==> config.mk <==
export PLATFORM = sky130hd
export DESIGN_NAME = mem_stage
export DESIGN_NICKNAME = d
export VERILOG_FILES = /design/src/rtl/mem_pkg.sv /design/src/rtl/load_align.sv /design/src/rtl/mem_stage.sv
export SDC_FILE = /design/constraint.sdc
export NUM_CORES = 1
export LEC_CHECK = 0
export BUFFER_PORTS_ARGS = -buffer_cell sky130_fd_sc_hd__buf_4
export CAP_MARGIN = 10
export CORE_AREA = 2 2 103 105
export DETAILED_ROUTE_END_ITERATION = 8
export DIE_AREA = 0 0 105 107
export PLACE_DENSITY = 0.81
export SLEW_MARGIN = 25
export SYNTH_ARGS = -nofsm -noshare
export SYNTH_HDL_FRONTEND = slang
export SYNTH_HIERARCHICAL = 1
export SYNTH_SLANG_ARGS = --single-unit
==> constraint.sdc <==
create_clock -name clk -period 4.6 [get_ports clk]
set_input_delay 0.46 -clock clk [delete_from_list [all_inputs] [get_ports clk]]
set_output_delay 0.46 -clock clk [all_outputs]
set_load 0.1 [all_outputs]
==> src/rtl/mem_pkg.sv <==
// Shared encodings for the memory-access stage: RV32 load/store opcodes,
// load size/sign encodings and the request-sequencing state type.
package mem_pkg;

    localparam logic [6:0] OP_LOAD  = 7'b0000011;
    localparam logic [6:0] OP_STORE = 7'b0100011;

    localparam logic [2:0] F3_LB  = 3'b000;
    localparam logic [2:0] F3_LH  = 3'b001;
    localparam logic [2:0] F3_LW  = 3'b010;
    localparam logic [2:0] F3_LBU = 3'b100;
    localparam logic [2:0] F3_LHU = 3'b101;

    typedef enum logic [1:0] {
        IDLE = 2'd0,
        REQ  = 2'd1,
        RESP = 2'd2
    } mem_state_t;

endpackage

==> src/rtl/load_align.sv <==
// Picks the addressed byte/half out of a memory word and extends it
// according to the load's size and signedness.
module load_align
    import mem_pkg::*;
#(
    parameter int XLEN = 32
) (
    input  logic [2:0]      funct3_i,
    input  logic [1:0]      addr_lo_i,
    input  logic [XLEN-1:0] rdata_i,
    output logic [XLEN-1:0] data_o
);

    logic [7:0]  byte_sel;
    logic [15:0] half_sel;

    always_comb begin
        case (addr_lo_i)
            2'd0:    byte_sel = rdata_i[7:0];
            2'd1:    byte_sel = rdata_i[15:8];
            2'd2:    byte_sel = rdata_i[23:16];
            default: byte_sel = rdata_i[31:24];
        endcase
        half_sel = addr_lo_i[1] ? rdata_i[31:16] : rdata_i[15:0];

        case (funct3_i)
            F3_LB:   data_o = {{(XLEN-8){byte_sel[7]}}, byte_sel};
            F3_LBU:  data_o = {{(XLEN-8){1'b0}}, byte_sel};
            F3_LH:   data_o = {{(XLEN-16){half_sel[15]}}, half_sel};
            F3_LHU:  data_o = {{(XLEN-16){1'b0}}, half_sel};
            default: data_o = rdata_i;
        endcase
    end

endmodule

==> src/rtl/mem_stage.sv <==
// Memory-access stage: sequences data-memory requests for loads/stores,
// stalls EX/MEM while a transaction is open and registers the MEM/WB bundle.
module mem_stage
    import mem_pkg::*;
#(
    parameter int XLEN   = 32,
    parameter int REG_AW = 5
) (
    input  logic              clk,
    input  logic              rst_n,
    input  logic [6:0]        EXMEM_opcode_out,
    input  logic [2:0]        EXMEM_funct3_out,
    input  logic [XLEN-1:0]   EXMEM_data_addr_out,
    input  logic [3:0]        EXMEM_data_write_byte_out,
    input  logic              EXMEM_register_write_valid_out,
    input  logic [REG_AW-1:0] EXMEM_write_reg_out,
    input  logic [XLEN-1:0]   EXMEM_reg_write_data_out,
    input  logic [XLEN-1:0]   EXMEM_data_write_out,
    input  logic              EXMEM_pc_replace_out,
    input  logic              EXMEM_flag_out,
    output logic              dmem_req,
    input  logic              dmem_ready,
    output logic [XLEN-1:0]   dmem_addr,
    output logic [3:0]        dmem_byte_en,
    output logic [XLEN-1:0]   dmem_wdata,
    input  logic              dmem_rvalid,
    input  logic [XLEN-1:0]   dmem_rdata,
    output logic              mem_stall,
    output logic              MEMWB_register_write_valid_out,
    output logic [REG_AW-1:0] MEMWB_write_reg_out,
    output logic [XLEN-1:0]   MEMWB_write_data_out,
    output logic              MEMWB_misaligned_out,
    output logic              MEMWB_pc_replace_out,
    output logic              MEMWB_flag_out
);

    mem_state_t state_q, state_d;

    logic is_load, is_store, mem_op, misaligned;
    logic store_done, load_done;
    logic [XLEN-1:0] load_data;

    logic              wb_valid_q, wb_valid_d;
    logic [REG_AW-1:0] wb_reg_q,   wb_reg_d;
    logic [XLEN-1:0]   wb_data_q,  wb_data_d;
    logic              wb_mis_q,   wb_mis_d;
    logic              wb_pcr_q,   wb_pcr_d;
    logic              wb_flag_q,  wb_flag_d;

    // A squashed load (write-valid low) is treated as a plain pass-through op.
    always_comb begin
        is_store   = |EXMEM_data_write_byte_out;
        is_load    = (EXMEM_opcode_out == OP_LOAD) && EXMEM_register_write_valid_out && !is_store;
        mem_op     = is_load || is_store;
        misaligned = 1'b0;
        case (EXMEM_funct3_out)
            F3_LH, F3_LHU: misaligned = is_load && EXMEM_data_addr_out[0];
            F3_LW:         misaligned = is_load && (|EXMEM_data_addr_out[1:0]);
            default:       misaligned = 1'b0;
        endcase
    end

    load_align #(.XLEN(XLEN)) u_align (
        .funct3_i  (EXMEM_funct3_out),
        .addr_lo_i (EXMEM_data_addr_out[1:0]),
        .rdata_i   (dmem_rdata),
        .data_o    (load_data)
    );

    always_ff @(posedge clk) begin
        if (!rst_n) begin
            state_q <= IDLE;
        end else begin
            state_q <= state_d;
        end
    end

    always_comb begin
        state_d = state_q;
        case (state_q)
            IDLE: begin
                if (mem_op && !misaligned) begin
                    if (!dmem_ready) begin
                        state_d = REQ;
                    end else if (!is_store) begin
                        state_d = RESP;
                    end
                end
            end
            REQ: begin
                if (dmem_ready) begin
                    state_d = is_store ? IDLE : RESP;
                end
            end
            RESP: begin
                if (dmem_rvalid) begin
                    state_d = IDLE;
                end
            end
            default: state_d = IDLE;
        endcase
    end

    always_comb begin
        dmem_req     = ((state_q == IDLE) && mem_op && !misaligned) || (state_q == REQ);
        dmem_addr    = dmem_req ? {EXMEM_data_addr_out[XLEN-1:2], 2'b00} : '0;
        dmem_byte_en = dmem_req ? EXMEM_data_write_byte_out : 4'b0000;
        dmem_wdata   = dmem_req ? EXMEM_data_write_out : '0;

        store_done = dmem_req && dmem_ready && is_store;
        load_done  = (state_q == RESP) && dmem_rvalid;
        mem_stall  = (dmem_req && !store_done) || ((state_q == RESP) && !dmem_rvalid);

        // Stalled edges write a bubble; register/data fields simply hold.
        wb_valid_d = 1'b0;
        wb_mis_d   = 1'b0;
        wb_pcr_d   = 1'b0;
        wb_flag_d  = 1'b0;
        wb_reg_d   = wb_reg_q;
        wb_data_d  = wb_data_q;
        if (!mem_stall) begin
            wb_reg_d  = EXMEM_write_reg_out;
            wb_pcr_d  = EXMEM_pc_replace_out;
            wb_flag_d = EXMEM_flag_out;
            wb_data_d = EXMEM_reg_write_data_out;
            if (load_done) begin
                wb_valid_d = 1'b1;
                wb_data_d  = load_data;
            end else if (store_done) begin
                wb_valid_d = 1'b0;
            end else if (misaligned) begin
                wb_mis_d   = 1'b1;
            end else begin
                wb_valid_d = EXMEM_register_write_valid_out;
            end
        end
    end

    always_ff @(posedge clk) begin
        if (!rst_n) begin
            wb_valid_q <= 1'b0;
            wb_reg_q   <= '0;
            wb_data_q  <= '0;
            wb_mis_q   <= 1'b0;
            wb_pcr_q   <= 1'b0;
            wb_flag_q  <= 1'b0;
        end else begin
            wb_valid_q <= wb_valid_d;
            wb_reg_q   <= wb_reg_d;
            wb_data_q  <= wb_data_d;
            wb_mis_q   <= wb_mis_d;
            wb_pcr_q   <= wb_pcr_d;
            wb_flag_q  <= wb_flag_d;
        end
    end

    assign MEMWB_register_write_valid_out = wb_valid_q;
    assign MEMWB_write_reg_out            = wb_reg_q;
    assign MEMWB_write_data_out           = wb_data_q;
    assign MEMWB_misaligned_out           = wb_mis_q;
    assign MEMWB_pc_replace_out           = wb_pcr_q;
    assign MEMWB_flag_out                 = wb_flag_q;

endmodule

[After elaboration in Yosys (flattened, before gate mapping)]
Index checks and enable logic that the tools add are counted.
Operators by class
  reductions and logical operators: 28
  bitwise gates (word level): 1
  equality and inequality tests: 13
  muxes and demuxes: 19
Operator list (number)
  $pmux 32 s4: 1
  $mux 32: 3
  $pmux 8 s3: 1
  $mux 16: 1
  $logic_and 1x1->1: 12
  $mux 2: 6
  $reduce_or 4->1: 2
  $eq 7x2->1 const B: 1
  $eq 3x3->1 const B: 2
  $ne 2x2->1 const B: 3
  $pmux 2 s3: 1
  $reduce_or 2->1: 3
  $eq 2x1->1 const B: 2
  $eq 2x2->1 const B: 2
  $logic_not 1->1: 4
  $logic_not 2->1: 2
  $mux 1: 4
  $mux 4: 1
  $reduce_and 4->1: 1
  $eq 3x1->1 const B: 1
  $eq 3x2->1 const B: 1
  $logic_not 3->1: 1
  $logic_or 1x1->1: 3
  $ne 3x3->1 const B: 1
  other kinds (2): 2
Storage, ports and cells
  flip-flop bits (word level): 43
  output and inout port bits: 111
  word-level logic and storage cells: 68

[Logic depth before layout (Yosys ltp)]
Gate-level depths: netlist of run 1.
  depth in word-level cells: 14
  depth in mapped cells: 8
  mapped depth without buffers: 6

[Cells and area by module]
Netlist of run 1, hierarchy kept.
Modules (own cells, without submodules)
  mem_stage: instances 1, cells an instance 307, area an instance 2791.4 um2, sequential area each 860.8 um2
  load_align: instances 1, cells an instance 133, area an instance 969.7 um2, sequential area each 0.0 um2

[Worst setup path after synthesis of run 1]
Ideal clock, no wire load.
  kind: input to output
  start: input EXMEM_opcode_out[5]
  end: output dmem_wdata[22]
  slack: 1182 ps
  data required time: 4140 ps
  stages on the path: 5
  data arrival time: 2958 ps
  path through: nor4b_4 -> nand3b_1 -> o22ai_1 -> clkbuf_1 -> and2_1
Between the ends
  cells in the longest elaborated chain, start to end: 9
  elaborated cells on any way between the ends: 12
RTL lines
  start: declaration: RTL line mem_stage.sv:11  | input logic [6:0] EXMEM_opcode_out,
  $eq 7x2->1 *: RTL line mem_stage.sv:53  | is_load = (EXMEM_opcode_out == OP_LOAD) && EXMEM_register_write_valid_out && !is_store;
  $logic_and 1x1->1 * (2 in series): RTL line mem_stage.sv:53
  $logic_and 1x1->1, on equally long branches: RTL line mem_stage.sv:58, mem_stage.sv:57
  $pmux 1 s2: RTL line mem_stage.sv:56  | case (EXMEM_funct3_out)
  $logic_not 1->1: RTL line mem_stage.sv:105  | dmem_req = ((state_q == IDLE) && mem_op && !misaligned) || (state_q == REQ);
  $logic_and 1x1->1 *: RTL line mem_stage.sv:105
  $logic_or 1x1->1 *: RTL line mem_stage.sv:105
  via dmem_req: RTL line mem_stage.sv:21  | output logic dmem_req,
  $mux 32 *: RTL line mem_stage.sv:108  | dmem_wdata = dmem_req ? EXMEM_data_write_out : '0;
  end: declaration: RTL line mem_stage.sv:25  | output logic [XLEN-1:0] dmem_wdata,
The timed path passes the listed nets; every way through them passes the cells marked *.

[Worst setup path in the final report of run 1]
  start: input EXMEM_data_write_byte_out[0]
  end: output mem_stall
Between the ends
  cells in the longest elaborated chain, start to end: 13
  elaborated cells on any way between the ends: 16
RTL lines
  start: declaration: RTL line mem_stage.sv:14  | input logic [3:0] EXMEM_data_write_byte_out,
  $reduce_or 4->1 *: RTL line mem_stage.sv:52  | is_store = |EXMEM_data_write_byte_out;
  $logic_not 1->1
  $logic_and 1x1->1: RTL line mem_stage.sv:53
  $logic_and 1x1->1, on equally long branches: RTL line mem_stage.sv:58, mem_stage.sv:57
  $pmux 1 s2: RTL line mem_stage.sv:56
  $logic_not 1->1: RTL line mem_stage.sv:105
  $logic_and 1x1->1: RTL line mem_stage.sv:105
  $logic_or 1x1->1: RTL line mem_stage.sv:105
  $logic_and 1x1->1 (2 in series): RTL line mem_stage.sv:110  | store_done = dmem_req && dmem_ready && is_store;
  $logic_not 1->1: RTL line mem_stage.sv:112  | mem_stall = (dmem_req && !store_done) || ((state_q == RESP) && !dmem_rvalid);
  $logic_and 1x1->1 *: RTL line mem_stage.sv:112
  $logic_or 1x1->1 *: RTL line mem_stage.sv:112
  end: declaration: RTL line mem_stage.sv:28  | output logic mem_stall,
Mark *: on every way between the ends. The rest lies on a longest branch, timed or not.

==> results of run 1 <==
-- cells by family after synthesis --
group,count (synthesis),share of synthesized area [%]
simple gates,203,28.34
compound gates,62,13.67
other cells,1,0.09970
mux,80,25.65
flops,43,22.89
buf+inv,51,9.348
-- flip-flops by register name (all words and copies together), names as in the netlist --
name,count
MEMWB_pc_replace_out,1
MEMWB_misaligned_out,1
MEMWB_register_write_valid_out,1
MEMWB_flag_out,1
state_q,2
MEMWB_write_data_out,32
MEMWB_write_reg_out,5
-- layout make-up --
| class | count | area (sq um) | area share, % |
|---|---|---|---|
| timing repair buffer | 266 | 1997 | 34.77 |
| multi-input combinational | 347 | 2559 | 44.55 |
| inverter | 11 | 41.29 | 0.7190 |
| clock buffer | 5 | 68.82 | 1.198 |
| sequential | 43 | 860.8 | 14.99 |
| tap | 136 | 170.2 | 2.963 |
| clock inverter | 3 | 43.79 | 0.7625 |
| antenna | 1 | 2.502 | 0.04357 |
-- cells in the mapped netlist, types with 2 or more instances --
master         number  share of area, %
mux2i_1            39                10
mux2_2             32               9.6
clkbuf_1            4              0.40
o221ai_1            3              0.70
o21ai_0             3              0.40
buf_2              13               1.7
o221ai_2            4               1.6
a311oi_1            7               1.6
nand3b_1            2              0.40
o22ai_1            17               2.8
and2_1             62                10
dlygate4sd1_1       7               1.6
mux4_1              7               4.9
nor2_1             28               2.8
dfxtp_1            43                23
buf_6               6               1.8
a21oi_1            15               2.0
nor3b_2             2              0.67
inv_1               9              0.90
mux2_4              2              0.80
nand2_1            82               8.2
buf_4               4              0.80
buf_8               4               1.6
nor2b_1            13               2.2
a221oi_1            2              0.47
nand2b_1            2              0.33
-- layer usage --
metal / GRT usage, % / vias to the layer above / wire, um
met3: 7.599 / 26 / 1476
met2: 38.64 / 220 / 6752
met1: 30.27 / 1943 / 5788
li1: - / 1987 / -
met4: 6.095 / 0 / 339
met5: 0 / - / 0
-- stage by stage --
stage / total power, mW / area [sq um]
after floorplan: 1.104 / 3765
after global placement: 1.337 / 5628
after detailed placement: 1.346 / 5628
after CTS: 1.659 / 5741
after global routing: 1.705 / 5743
final: 1.645 / 5743
-- report_power, final --
| group | total [mW] | leakage [nW] | switching (mW) | internal [mW] |
|---|---|---|---|---|
| Sequential | 0.413 | 0.355 | 0.0149 | 0.398 |
| Combinational | 0.926 | 2.36 | 0.666 | 0.261 |
| Clock | 0.305 | 0.0581 | 0.143 | 0.162 |
-- worst max path at each step --
stage	startpoint	slack (ps)	cells after the start	to
6_report	EXMEM_data_write_byte_out[0]	1650	6	mem_stall
5_1_grt	EXMEM_opcode_out[5]	1590	7	dmem_addr[17]
4_1_cts	EXMEM_data_write_byte_out[0]	1690	6	mem_stall
3_5_place_dp	EXMEM_data_write_byte_out[0]	1690	6	mem_stall
3_3_place_gp	EXMEM_data_write_byte_out[0]	1740	6	mem_stall
2_1_floorplan	EXMEM_opcode_out[5]	1180	5	dmem_wdata[22]
==> run metrics, run 1 <==
final hold slack=339.3 ps; final hold vios=0; fraction of the yosys area taken by sequential cells=22.89%; postcts setup bufs=0; Core Region=0.01009 sq mm; Root Buffer Master=clkbuf_8; Remaining Overflow, GRT=0; Crit path top cell by count=buf_4; max-slew violations=0; max_cap viols=0; hold_buf cts=0; Max transition margin=44.75%; area delta synth->final=52.69%; cts repair resizes=0; Placed Cells=803; Synth Instances=440; Sink Count=43; Finished Layout Cells=812; Static Leak=2.775 nW; Worst path slowest cell=nor4_2; CP top delay family=buffers and inverters; dpl ws=1693 ps; clk buf depth=2; Worst R2R Path Depth=5; post-DP HPWL=11700 um; Num CTS Buffers=5; commonest non-fill, non-tap cell in the layout=buf_4; RSZ-0062 raised after global routing=false; crit path max fanout=30; most frequent cells in the layout=buf_4, nand2_1, and2_1; Fillers=916; Post-Route WL=14360 um; Worst Hold Class=primary input to flip-flop; DR iter-0 viols=378; H-tree Lvls=2; Syn Std Cell Area=0.003761 sq mm; Avg Inst Size Synth=8.548 sq um; fin util=56.91%; share of cells above drive strength 1=49.33%; crit-path cells=buf_4, nor4_2, o21ai_2, a211oi_4, buf_4, buf_4; TritonCTS clock tree=done; Initial Util=37.27%; status=finished clean; Hold Path End=state_q[0]; Port-buffer cells=262; fin nets=828; routed vias/inst=5.143; largest net degree at the start of global routing=77; worst r2r src=state_q[1]; Seq cells post-synth=43; synthesis warning total=6; Max Freq=339.0 MHz; die area=0.01124 sq mm; DRC=0; Worst setup SP type=primary input; number of library cell types mapped by synthesis=54; Post-DRT Antenna Nets=0; final setup vio count=0; RD Place Congestion=0.8623; I/O pin count=265; FP Rows=37; peak supply drop=0.0001976 V; Worst R2R Setup Slack=2180 ps; Worst Skew=7.463 ps; final worst-path cycle share=64.13%; initial antenna violation count=1; DRT Pass-1 Iters=5; WL/cell=17.68 um; CP Buf/Inv Count=3; class of the most critical setup path=primary input to output port; Worst Hold Launch=dmem_ready; critical path capture point type=output port; DIE HEIGHT=107 um; number of global-route vias before repair=3873; vias=4176; Largest stage delay, worst path=630 ps; r2r endpoint=MEMWB_write_data_out[29]; Tightest Pin Transition=826.3 ps; Tmin final=2950 ps; first-pass GRT wire length=21020 um; Fin Setup TNS=0 ps; number of synthesized flops with an enable pin=0; GRT Util Overall=23.69%; Power Density=286.3 mW/mm^2; DIE WIDTH=105 um; Arr. time, crit path=2490 ps; Most used DFF post-synth=dfxtp_1; Worst EP required=4140 ps; setup ws final=1650 ps; Worst-path clk slew=80 ps; worst-skew pair later-pin latency=290 ps; ys async rst share=0%; Hold Crit Depth=2
No activity file was read; power rests on OpenSTA's default activity.
==> run 2, diff against run 1 <==
- PLACE_DENSITY: 0.81 -> 0.84
- clock period: 4.6 -> 2.7 ns (I/O delays scaled with it)
==> run 2 against run 1 <==
- flip-flop and latch count unchanged
- register-to-register slack worse by 1300 ps
- final cell count up 0.62%
- global-route usage down 0.17 points
- highest routed layer unchanged
- hold slack worse by 200 ps
- critical path depth up 1
- setup slack worse by 1400 ps
==> run metrics, run 2 (synthesis results as in run 1) <==
status=finished clean (unchanged); Initial Util=37.27% (unchanged); Worst Skew=7.421 ps (was 7.463 ps); crit path max fanout=53 (was 30); final hold vios=0 (unchanged); ANT cells=0 (was 1); I/O pin count=265 (unchanged); commonest non-fill, non-tap cell in the layout=buf_4 (unchanged); max_cap viols=0 (unchanged); Static Leak=2.816 nW (was 2.775 nW); part of the power in registers=24.4% (was 25.1%); CP top delay family=simple AND/OR/NAND/NOR gates (was buffers and inverters); class of the most critical setup path=primary input to output port (unchanged); Largest stage delay, worst path=400 ps (was 630 ps); Power Internal=1.498 mW (was 0.8209 mW); max-slew violations=0 (unchanged); Arr. time, crit path=2220 ps (was 2490 ps); post-DP HPWL=11350 um (was 11700 um); Worst setup SP type=primary input (unchanged); share of cells above drive strength 1=49.63% (was 49.33%); Tmin final=2485 ps; DIE HEIGHT=107 um (unchanged); Worst EP required=2430 ps (was 4140 ps); Hold Path End=state_q[0] (unchanged); Post-DRT Antenna Nets=0 (unchanged); DR iter-0 viols=287 (was 378); Net Switching=1.388 mW (was 0.8236 mW); Root Buffer Master=clkbuf_8 (unchanged); area delta synth->final=54.66% (was 52.69%); r2r endpoint=MEMWB_write_reg_out[1] (was MEMWB_write_data_out[29]); Fin Setup TNS=0 ps (unchanged); crit-path cells=buf_4, nor4b_4, nand3b_1, o22ai_4, buf_6, and2_1, buf_4 (was buf_4, nor4_2, o21ai_2, a211oi_4, buf_4, buf_4); Max Freq=402.4 MHz; TritonCTS clock tree=done (unchanged); Worst R2R Path Depth=6 (was 5); critical path capture point type=output port (unchanged); RD Place Congestion=0.9078 (was 0.8623); initial antenna violation count=0 (was 1); Fillers=907 (was 916); worst r2r src=state_q[1] (unchanged); Core Region=0.01009 sq mm (unchanged); fin util=57.64% (was 56.91%); WL/cell=17.23 um (was 17.68 um); fin nets=834 (was 828); clk buf depth=2 (unchanged); Pwr Total=2.886 mW (was 1.645 mW); Tightest Pin Transition=697.5 ps (was 826.3 ps); Num CTS Buffers=5 (unchanged); Crit path top cell by count=buf_4 (unchanged); Power Density=496.1 mW/mm^2 (was 286.3 mW/mm^2); final worst-path cycle share=92.04%; vias=4110 (was 4176); GRT Util Overall=23.52% (was 23.69%); Max transition margin=53.40% (was 44.75%); Worst Hold Launch=dmem_ready (unchanged); die area=0.01124 sq mm (unchanged); DRT Pass-1 Iters=4 (was 5); DIE WIDTH=105 um (unchanged); Remaining Overflow, GRT=0 (unchanged); Worst R2R Setup Slack=890 ps (was 2180 ps); Worst path slowest cell=nor4b_4 (was nor4_2); Worst Hold Class=primary input to flip-flop (unchanged); Finished Layout Cells=817 (was 812); Post-Route WL=14080 um (was 14360 um); postcts setup bufs=0 (unchanged); RSZ-0062 raised after global routing=false (unchanged); Port-buffer cells=262 (unchanged); DRC=0 (unchanged); switching portion of total power=48.11% (was 50.08%); peak supply drop=0.0002333 V (was 0.0001976 V); final setup vio count=0 (unchanged); Comb pwr share=54.7% (was 56.3%); Sink Count=43 (unchanged); FP Rows=37 (unchanged); number of global-route vias before repair=3974 (was 3873); first-pass GRT wire length=21050 um (was 21020 um); routed vias/inst=5.031 (was 5.143); Worst-path clk slew=90 ps (was 80 ps); Hold Crit Depth=2 (unchanged); clock power share=20.9% (was 18.6%); Largest register FFs=32 (unchanged); Placed Cells=809 (was 803); CP Buf/Inv Count=3 (unchanged); H-tree Lvls=2 (unchanged); largest net degree at the start of global routing=54 (was 77); most frequent cells in the layout=buf_4, nand2_1, and2_1 (unchanged); worst-skew pair later-pin latency=290 ps (about the same)
[run 2: cell types whose count changed in the layout (fill, tap and decap cells not counted), sizes merged]
| cell | before | now |
|---|---|---|
| buf | 266 | 272 |
| diode | 1 | 0 |
| clkbuf | 5 | 6 |
| clkinv | 3 | 1 |
| bufinv | 1 | 2 |
[run 2: repair_timing]
item,4_1_cts,5_1_grt
endpoints found under the setup margin,0,1
hold endpoints to repair,0,0
resized for setup,0,1
hold buffers,0,0
[run 2: layout make-up]
cell class                 count  area (sq um)  area share, %
tap                          136         170.2          2.925
clock buffer                   6         72.57          1.248
timing repair buffer         272          2046          35.17
sequential                    43         860.8          14.80
clock inverter                 2         60.06          1.032
inverter                      11         41.29         0.7098
multi-input combinational    347          2566          44.12
[run 2: worst max-delay path by stage]
stage	from	depth (start not counted)	slack, ps	endpoint
2_1_floorplan	EXMEM_opcode_out[5]	5	150	dmem_wdata[22]
3_3_place_gp	EXMEM_opcode_out[5]	7	270	dmem_wdata[13]
3_5_place_dp	EXMEM_opcode_out[5]	7	160	dmem_wdata[13]
4_1_cts	EXMEM_opcode_out[5]	7	160	dmem_wdata[13]
5_1_grt	EXMEM_opcode_out[5]	7	100	dmem_wdata[13]
6_report	EXMEM_opcode_out[5]	7	210	dmem_wdata[13]
[run 2: metal layers]
| layer | global-route usage [%] | vias up | share of wire [%] |
|---|---|---|---|
| li1 | - | 1998 | - |
| met1 | 29.57 | 1918 | 42 |
| met2 | 41.88 | 181 | 50 |
| met4 | 3.048 | 0 | 0.70 |
| met5 | 0 | - | 0 |
| met3 | 5.653 | 13 | 7.7 |
[run 2: worst register-to-register path, stage by stage (launching register included)]
cell and delay, ps:
dfxtp_1 350, buf_4 210, or2b_2 150, o21ai_2 70
a211oi_4 240, buf_4 450, mux2i_1 260
[run 2: through the flow]
stage,instance area [sq um],setup slack [ps],hold slack (ps)
2_1_floorplan,3766,151.3,346.1
3_3_place_gp,5680,265.4,444.6
3_5_place_dp,5680,159.5,455.1
4_1_cts,5813,159.2,138.3
5_1_grt,5817,103.8,130.7
6_report,5817,214.9,144.0
[run 2: power groups by stage]
stage | combinational (mW) | clock, mW | sequential [mW]
3_3_place_gp | 1.56 | 0 | 0.715
5_1_grt | 1.64 | 0.638 | 0.708
6_report | 1.58 | 0.603 | 0.703
3_5_place_dp | 1.58 | 0 | 0.717
4_1_cts | 1.58 | 0.617 | 0.703
2_1_floorplan | 0.856 | 0 | 1.03
==> run 3, diff against run 2 <==
- PLACE_DENSITY: 0.84 -> 0.83
==> run 3 against run 2 <==
- hold slack better by 8.6 ps
- final area fell by 0.13%
- sequential power about the same
- clock skew increased by 0.55 ps
- highest routed layer unchanged
==> run metrics, run 3 (synthesis results as in run 1) <==
Remaining Overflow, GRT=0 (unchanged); die area=0.01124 sq mm (unchanged); DRT Pass-1 Iters=5 (was 4); fin nets=835 (was 834); Worst path slowest cell=o22ai_4 (was nor4b_4); commonest non-fill, non-tap cell in the layout=buf_4 (unchanged); GRT Util Overall=25.00% (was 23.52%); peak supply drop=0.0003434 V (was 0.0002333 V); DIE HEIGHT=107 um (unchanged); Worst Hold Class=primary input to flip-flop (unchanged); FP Rows=37 (unchanged); postcts setup bufs=0 (unchanged); Tightest Pin Transition=686.5 ps (was 697.5 ps); ANT cells=0 (unchanged); Worst R2R Setup Slack=870 ps (was 890 ps); Worst EP required=2430 ps (about the same); Largest register FFs=32 (unchanged); initial antenna violation count=0 (unchanged); Static Leak=2.816 nW (about the same); routed vias/inst=5.078 (was 5.031); worst-skew pair later-pin latency=300 ps (was 290 ps); largest net degree at the start of global routing=45 (was 54); crit path max fanout=33 (was 53); WL/cell=18.09 um (was 17.23 um); Pwr Total=2.847 mW (was 2.886 mW); crit-path cells=buf_4, and4bb_2, nand3b_1, o22ai_4, buf_4, and2_1, buf_4 (was buf_4, nor4b_4, nand3b_1, o22ai_4, buf_6, and2_1, buf_4); final setup vio count=0 (unchanged); clk buf depth=2 (unchanged); first-pass GRT wire length=22170 um (was 21050 um); Largest stage delay, worst path=500 ps (was 400 ps); Max Freq=394.0 MHz (was 402.4 MHz); setup ws final=162.0 ps (was 214.9 ps); Post-Route WL=14800 um (was 14080 um); DR iter-0 viols=251 (was 287); dpl cell area=0.005688 sq mm (was 0.005680 sq mm); vias=4154 (was 4110); max_cap viols=0 (unchanged); Fin Setup TNS=0 ps (unchanged); Max transition margin=54.14% (was 53.40%); Worst-path clk slew=90 ps (about the same); class of the most critical setup path=primary input to output port (unchanged); Crit path top cell by count=buf_4 (unchanged); TritonCTS clock tree=done (unchanged); RSZ-0062 raised after global routing=false (unchanged); most frequent cells in the layout=buf_4, nand2_1, and2_1 (unchanged); Sink Count=43 (unchanged); post-route cell area=0.005809 sq mm (was 0.005817 sq mm); Initial Util=37.27% (unchanged); area delta synth->final=54.46% (was 54.66%); Port-buffer cells=262 (unchanged); share of cells above drive strength 1=49.85% (was 49.63%); max-slew violations=0 (unchanged); final worst-path cycle share=94.00% (was 92.04%); Arr. time, crit path=2270 ps (was 2220 ps); Num CTS Buffers=5 (unchanged); Fillers=898 (was 907); H-tree Lvls=2 (unchanged); hold_buf cts=0 (unchanged); Core Region=0.01009 sq mm (unchanged); number of global-route vias before repair=4078 (was 3974); Worst Skew=7.968 ps (was 7.421 ps); Finished Layout Cells=818 (was 817); post-DP HPWL=11900 um (was 11350 um); DRC=0 (unchanged); Worst setup SP type=primary input (unchanged); Post-DRT Antenna Nets=0 (unchanged); Root Buffer Master=clkbuf_8 (unchanged); critical path capture point type=output port (unchanged); dpl ws=154.4 ps (was 159.5 ps); final hold vios=0 (unchanged); I/O pin count=265 (unchanged); DIE WIDTH=105 um (unchanged); Power Density=490.1 mW/mm^2 (was 496.1 mW/mm^2); Placed Cells=810 (was 809); RD Place Congestion=0.8992 (was 0.9078); cts repair resizes=0 (unchanged); Tmin final=2538 ps (was 2485 ps); status=finished clean (unchanged)
run 3: stage by stage:
| step | hold WS (ps) | util (%) |
|---|---|---|
| 2_1_floorplan | 346.1 | - |
| 3_3_place_gp | 446.4 | 56.36 |
| 3_5_place_dp | 459.0 | 56.36 |
| 4_1_cts | 144.1 | 57.56 |
| 5_1_grt | 143.7 | 57.56 |
| 6_report | 152.6 | 57.56 |
run 3: layout make-up:
| class | count | area (sq um) | area share, % |
|---|---|---|---|
| tap | 136 | 170.2 | 2.929 |
| inverter | 11 | 41.29 | 0.7107 |
| sequential | 43 | 860.8 | 14.82 |
| clock buffer | 6 | 82.58 | 1.421 |
| timing repair buffer | 273 | 2049 | 35.28 |
| multi-input combinational | 347 | 2566 | 44.17 |
| clock inverter | 2 | 38.79 | 0.6677 |
run 3: layer usage:
layer  wire length [um]  global-route usage [%]
met5                  0                       0
met4                367                   7.619
met2               7385                   44.11
met1               6013                   30.07
met3               1035                   5.957
run 3: power by group:
group          internal [mW]  switching, mW  total [mW]
combinational          0.449           1.14        1.59
clock                  0.305          0.252       0.557
sequential             0.679         0.0251       0.704
run 3: path summary, 6_finish.rpt:
kind / start / endpoint / cells after the start
setup / recovery: EXMEM_opcode_out[3] / dmem_addr[7] / 7
setup reg to reg: state_q[1] / MEMWB_write_data_out[7] / 6
hold reg to reg: MEMWB_write_data_out[9] / MEMWB_write_data_out[9] / 2
hold / removal: dmem_ready / state_q[0] / 2
run 3: critical path: cells and delay by family:
kind                   cells  cell delay (ps)
buffers and inverters      3              770
AOI/OAI and AO/OA          1              500
and+or+nand+nor            3              700
